`config.mk`:
```
export PLATFORM = sky130hd
export DESIGN_NAME = pll_drp_sequencer
export DESIGN_NICKNAME = d
export VERILOG_FILES = /design/src/rtl/pll_drp_sequencer.sv
export SDC_FILE = /design/constraint.sdc
export NUM_CORES = 1
export LEC_CHECK = 0
export CAP_MARGIN = 15
export CORE_ASPECT_RATIO = 0.75
export CORE_MARGIN = 2
export CORE_UTILIZATION = 57
export DETAILED_ROUTE_END_ITERATION = 10
export DONT_BUFFER_PORTS = 1
export PLACE_DENSITY = 0.7
export SYNTH_ARGS = -nofsm -noshare
export SYNTH_HDL_FRONTEND = slang
export SYNTH_SLANG_ARGS = --single-unit
```
`constraint.sdc`:
```
create_clock -name DCLK -period 7.1 [get_ports DCLK]
set_input_delay 1.775 -clock DCLK [delete_from_list [all_inputs] [get_ports DCLK]]
set_output_delay 1.775 -clock DCLK [all_outputs]
set_load 0.1 [all_outputs]
```
`src/rtl/pll_drp_sequencer.sv`:
```
// pll_drp_sequencer
//
// Reconfigures a PLL through its dynamic reconfiguration port (DRP). A start
// strobe puts the PLL into reset, then every entry of the selected table
// (address, keep-mask, data) is applied as a read-modify-write on the DRP.
// The PLL is then released and the sequencer waits for lock.
//
// Ports
//   DCLK      clock, all logic on the rising edge
//   RST       asynchronous active-high reset
//   SSTEP     start strobe, only accepted while idle
//   SSTATE    table select, latched together with SSTEP
//   SRDY      one-cycle pulse: reconfiguration done and PLL locked
//   BUSY      high while a sequence is in progress
//   ERR       sticky error (DRDY or lock timeout), cleared by the next start
//   ROM_ADDR  table index {sel, idx}
//   ROM_DATA  table entry {addr[6:0], keep_mask[15:0], data[15:0]}
//   DADDR/DEN/DWE/DI/DO/DRDY  DRP master port
//   LOCKED    PLL lock indicator
//   RST_PLL   reset to the PLL, high while its registers are rewritten
module pll_drp_sequencer #(
  parameter int NUM_REGS     = 23,
  parameter int DRDY_TIMEOUT = 64,
  parameter int LOCK_TIMEOUT = 65535
) (
  input  logic        DCLK,
  input  logic        RST,
  input  logic        SSTEP,
  input  logic        SSTATE,
  output logic        SRDY,
  output logic        BUSY,
  output logic        ERR,
  output logic [5:0]  ROM_ADDR,
  input  logic [38:0] ROM_DATA,
  output logic [6:0]  DADDR,
  output logic        DEN,
  output logic        DWE,
  output logic [15:0] DI,
  input  logic [15:0] DO,
  input  logic        DRDY,
  input  logic        LOCKED,
  output logic        RST_PLL
);

  // One counter serves both the DRP wait and the lock wait, so it is sized
  // for the larger of the two limits.
  localparam int MAX_WAIT = (DRDY_TIMEOUT > LOCK_TIMEOUT) ? DRDY_TIMEOUT : LOCK_TIMEOUT;
  localparam int CNT_W    = (MAX_WAIT < 4) ? 2 : $clog2(MAX_WAIT + 1);

  localparam logic [CNT_W-1:0] DRDY_LAST   = CNT_W'(DRDY_TIMEOUT - 1);
  localparam logic [CNT_W-1:0] LOCK_LAST   = CNT_W'(LOCK_TIMEOUT - 1);
  localparam logic [CNT_W-1:0] LOCK_IGNORE = CNT_W'(2);
  localparam logic [4:0]       IDX_LAST    = 5'(NUM_REGS - 1);

  typedef enum logic [2:0] {
    IDLE,
    LOAD,
    RD_WAIT,
    WR_WAIT,
    LOCK_WAIT
  } state_t;

  state_t           state_q;
  logic             sel_q;
  logic [4:0]       idx_q;
  logic [CNT_W-1:0] cnt_q;
  logic [15:0]      mask_q;
  logic [15:0]      data_q;
  logic [6:0]       daddr_q;
  logic             den_q;
  logic             dwe_q;
  logic [15:0]      di_q;
  logic             rst_pll_q;
  logic             srdy_q;
  logic             busy_q;
  logic             err_q;

  // DRDY is only honoured from the second cycle of a wait state on, which
  // hides any acknowledge that coincides with the DEN pulse itself.
  logic        drdy_ok_d;
  logic [15:0] di_d;

  always_comb begin
    drdy_ok_d = DRDY && (cnt_q != '0);
    // Bits set in the mask keep the value read back from the PLL.
    di_d      = (DO & mask_q) | (data_q & ~mask_q);
  end

  always_ff @(posedge DCLK or posedge RST) begin
    if (RST) begin
      state_q   <= IDLE;
      sel_q     <= 1'b0;
      idx_q     <= '0;
      cnt_q     <= '0;
      mask_q    <= '0;
      data_q    <= '0;
      daddr_q   <= '0;
      den_q     <= 1'b0;
      dwe_q     <= 1'b0;
      di_q      <= '0;
      rst_pll_q <= 1'b0;
      srdy_q    <= 1'b0;
      busy_q    <= 1'b0;
      err_q     <= 1'b0;
    end else begin
      // DEN/DWE and SRDY are single-cycle pulses; they fall back to zero
      // unless the current state raises them again.
      den_q  <= 1'b0;
      dwe_q  <= 1'b0;
      srdy_q <= 1'b0;
      cnt_q  <= cnt_q + CNT_W'(1);

      case (state_q)
        IDLE: begin
          cnt_q <= '0;
          if (SSTEP) begin
            sel_q     <= SSTATE;
            idx_q     <= '0;
            rst_pll_q <= 1'b1;
            err_q     <= 1'b0;
            busy_q    <= 1'b1;
            state_q   <= LOAD;
          end
        end

        // ROM_ADDR has been stable for one cycle here, so ROM_DATA is valid.
        LOAD: begin
          daddr_q <= ROM_DATA[38:32];
          mask_q  <= ROM_DATA[31:16];
          data_q  <= ROM_DATA[15:0];
          den_q   <= 1'b1;
          cnt_q   <= '0;
          state_q <= RD_WAIT;
        end

        RD_WAIT: begin
          if (drdy_ok_d) begin
            di_q    <= di_d;
            den_q   <= 1'b1;
            dwe_q   <= 1'b1;
            cnt_q   <= '0;
            state_q <= WR_WAIT;
          end else if (cnt_q == DRDY_LAST) begin
            // A stuck DRP aborts the sequence and releases the PLL anyway.
            err_q     <= 1'b1;
            rst_pll_q <= 1'b0;
            busy_q    <= 1'b0;
            state_q   <= IDLE;
          end
        end

        WR_WAIT: begin
          if (drdy_ok_d) begin
            cnt_q <= '0;
            if (idx_q == IDX_LAST) begin
              rst_pll_q <= 1'b0;
              state_q   <= LOCK_WAIT;
            end else begin
              idx_q   <= idx_q + 5'd1;
              state_q <= LOAD;
            end
          end else if (cnt_q == DRDY_LAST) begin
            err_q     <= 1'b1;
            rst_pll_q <= 1'b0;
            busy_q    <= 1'b0;
            state_q   <= IDLE;
          end
        end

        // LOCKED may still be stale right after the PLL leaves reset, so the
        // first two cycles are skipped before trusting it.
        LOCK_WAIT: begin
          if (LOCKED && (cnt_q >= LOCK_IGNORE)) begin
            srdy_q  <= 1'b1;
            busy_q  <= 1'b0;
            state_q <= IDLE;
          end else if (cnt_q == LOCK_LAST) begin
            err_q   <= 1'b1;
            busy_q  <= 1'b0;
            state_q <= IDLE;
          end
        end

        default: begin
          state_q <= IDLE;
        end
      endcase
    end
  end

  assign ROM_ADDR = {sel_q, idx_q};
  assign DADDR    = daddr_q;
  assign DEN      = den_q;
  assign DWE      = dwe_q;
  assign DI       = di_q;
  assign RST_PLL  = rst_pll_q;
  assign SRDY     = srdy_q;
  assign BUSY     = busy_q;
  assign ERR      = err_q;

endmodule

```
# Word-level counts from Yosys, hierarchy flattened
# Cells that the tools add are included.
[totals]
reg_bits = 86
word_cells = 90
[op_classes]
n_lt_le_gt_ge = 1
bitwise_logic = 4
n_reduce_logical = 16
addsub = 2
n_eq_ne = 17
n_mux = 36
[ops]
columns = ["operator", "count"]
rows = [
  ["$and 16x16->16", 2],
  ["$pmux 16 s2", 1],
  ["$mux 3", 7],
  ["$mux 1", 18],
  ["$add 16x1->16 const B", 1],
  ["$eq 16x16->1 const B", 1],
  ["$eq 16x6->1 const B", 1],
  ["$ge 16x2->1 const B", 1],
  ["$mux 16", 1],
  ["$not 16->16", 1],
  ["$or 16x16->16", 1],
  ["$reduce_bool 16->1", 1],
  ["$mux 5", 3],
  ["$pmux 3 s5", 1],
  ["$ne 2x2->1 const B", 7],
  ["$pmux 5 s2", 1],
  ["$pmux 1 s3", 3],
  ["$reduce_and 4->1", 2],
  ["$eq 3x2->1 const B", 2],
  ["$ne 3x3->1 const B", 2],
  ["$reduce_and 2->1", 3],
  ["$reduce_and 6->1", 1],
  ["$reduce_bool 3->1", 2],
  ["$add 5x1->5 const B", 1],
  ["10 further kinds", 12],
]

# Longest topological paths before layout
[depth]
word_depth = 4
depth_mapped = 8
depth_no_buf = 7

# Worst setup path after synthesis
# Ideal clock, no wire load.
[synth_timing]
kind = "input to register"
startpoint = "input port SSTEP"
endpoint = "register idx_q[2]"
path_stages = 5
setup_time_ns = 0.077
arrival_time_ns = 2.832
setup_slack_ns = 4.190
required_time_ns = 7.023
path_cell_list = "nor4b_4 a21o_1 o21ai_2 or4_1 a21oi_1"
[synth_between]
elab_chain_len = 2
[synth_rtl]
columns = ["item", "line", "text"]
rows = [
  ["start, declared", "28", "input logic SSTEP,"],
  ["$ne 2x2->1 (no source line)", "-", ""],
  ["$reduce_and 4->1 (no source line)", "-", ""],
  ["end signal, assigned", "159", "idx_q <= idx_q + 5'd1;"],
  ["end, declared", "65", "logic [4:0] idx_q;"],
]
# No other way between the ends.
# A chain may end at the register's enable or synchronous reset.

# Final worst setup path
[layout_timing]
startpoint = "register idx_q[2]"
endpoint = "output port ROM_ADDR[2]"
[layout_lines]
columns = ["item", "line", "text"]
rows = [
  ["end, declared", "33", "output logic [5:0] ROM_ADDR,"],
]
# No word-level cell between the ends.

==> out/qor.txt <==
Die Wd: 98.5 um
Gr usage total: 0.196
Vias in the first global route: 2,313
Worst Hold End: data_q[0]
Final hold vios: 0
Largest net degree at the start of global routing: 87
Post-CTS setup buffers: 0
Iteration-0 DRC Markers: 89
CTS Buffer Depth: 2
Hold buffer count at cts: 0
Count leader, synth: dfrtp_1
Placed Area: 0.00386 mm2
Crit Reg-Reg Endpoint: DEN
CTS tree: done
Vias/cell: 5.74
Synth Area per Inst: 11.8 um2
Status: complete, no violations
Synth top area cells: dfrtp_1 (56%), mux2_2 (11%), mux2i_1 (4.7%), nand2_1 (2.8%), o21ai_0 (2.6%)
Final ANT Viol Nets: 0
Top-level I/O count: 96
Post-synth EDFFs: 0
DRT Wirelength: 6860 um
# H-tree levels: 3
Final Cell Area: 0.00410 mm2
FF-to-FF path depth: 5
Synth cell types: 41
Post-synthesis sequential area ratio: 0.563
Synth async-reset ratio: 1.00
HP Class: reg2reg
Die area: 0.00738 mm2
Syn nets: 391
Fmax: 0.318 GHz
RSZ-0062 raised after global routing: false
Main synth FF type: dfrtp_1
Fillers: 505
Ys Warns: 0
Critical path data arrival time: 1.37 ns
Crit-path max FO: 6
Final Max Tran Viols: 0
HP Start: data_q[0]
Share of the synthesized area in the top cell type: 0.563
Crit start category: flop
Layout area overhead: 7.24%
Post_cts resized: 0
Core Area: 0.00638 mm2
Vias: 2,371
Root buffer cell: clkbuf_8
Clk_skew: 0.00842 ns
# clock sinks: 86
Max-slew headroom: 0.257
Post-synth top cells: dfrtp_1 (86), mux2_2 (39), nand2_1 (29)
Max-cap violation count: 0
Setup CP Type: reg2out
Mapped cell area: 0.00382 mm2
Nets: 393
Clk_lat worst skew: 0.35 ns
#FFs+latches synth: 86
HPWL Detailed: 4790 um
Worst reg2reg setup slack: 4.40 ns
Worst setup EP type: output port
Final worst-path cycle share: 0.443
Period minus WS final: 3.15 ns
Endpoints failing setup: 0
Row cnt: 25
DR DRC count: 0
TritonCTS Buffers: 9
Count of input and output buffers: 0
First-pass GRT wire length: 11,300 um
CP required: 5.33 ns
Ant diodes: 0
RD Place Congestion: 0.805
Initial Utilization: 0.599
Worst-Margin Slew: 1.11 ns
WHS Path Cells: 1
Critical R2R Launch: cnt_q[2]
Final setup TNS: 0 ns
Height of the die: 74.9 um
Initial antenna violation count: 0
Largest area contributor in the netlist: dfrtp_1
Detailed Routing Iterations Pass 1: 5
Post-Syn Instances: 325
Global route overflow: 0
DR WL/cell: 16.6 um
Worst-path clk slew: 0.08 ns
Share of post-route cells with drive strength above 1: 0.205
per-stage QoR:
step	instances	utilization	hold slack [ns]	setup WS (ns)
final	413	0.642	0.510	3.95
after global routing	413	0.642	0.532	3.91
after CTS	412	0.638	0.513	3.93
after detailed placement	396	0.605	0.495	3.96
after global placement	396	0.605	0.487	4.03
after floorplan	325	-	0.447	3.10
sequential cells by signal, summed over array words and instances (netlist names):
register,flops
mask_q,16
DADDR,7
cnt_q,16
state_q,3
BUSY,1
idx_q,5
DWE,1
DEN,1
SRDY,1
data_q,16
sel_q,1
DI,16
RST_PLL,1
ERR,1
worst max path at each step:
| stage | startpoint | to | slack [ns] | cells after the start |
|---|---|---|---|---|
| final | idx_q[2] | ROM_ADDR[2] | 3.95 | 0 |
| after global routing | idx_q[2] | ROM_ADDR[2] | 3.91 | 0 |
| after CTS | idx_q[0] | ROM_ADDR[0] | 3.93 | 0 |
| after detailed placement | DRDY | DI[2] | 3.96 | 2 |
| after global placement | DRDY | DI[15] | 4.03 | 3 |
| after floorplan | RST | BUSY | 3.10 | 1 |
layout make-up:
type	count	area (um2)	share of cell area
flip-flops and latches	86	2150	0.525
clock buffers	10	138	0.0336
clock inverters	6	68.8	0.0168
repair buffers	4	50.0	0.0122
inverters	10	38.8	0.00947
well taps	81	101	0.0247
multi-input cells	216	1550	0.378
logic make-up (layout without fill, tap and decap cells):
group,count (synthesis),count (layout),share of synthesized area
compound gates,35,35,0.0530
xor+xnor,14,14,0.0321
fa+ha+maj,5,5,0.0164
buf+inv,23,30,0.0327
flops,86,86,0.563
mux,57,57,0.162
simple gates,105,105,0.140
layer usage:
layer / track usage / wire [um]
met4: 0.0594 / 82
met5: 0 / 0
met2: 0.293 / 3060
met1: 0.262 / 3090
met3: 0.0910 / 632
layout by cell type, fill, tap and decap left out, drive strengths merged, types with 5 or more instances in the layout:
master / Yosys / final
nand4: 7 / 7
inv: 10 / 11
nor3: 6 / 6
a21oi: 7 / 7
ha: 5 / 5
xor2: 10 / 10
nor2: 26 / 26
nand2: 29 / 29
mux2: 39 / 39
nor4: 6 / 6
mux2i: 18 / 18
nand3: 12 / 12
o21ai: 21 / 21
dfrtp: 86 / 86
clkbuf: 2 / 10
Power is not shown: default switching activity piles up to over one toggle a cycle in this logic, so the estimate is an artifact.
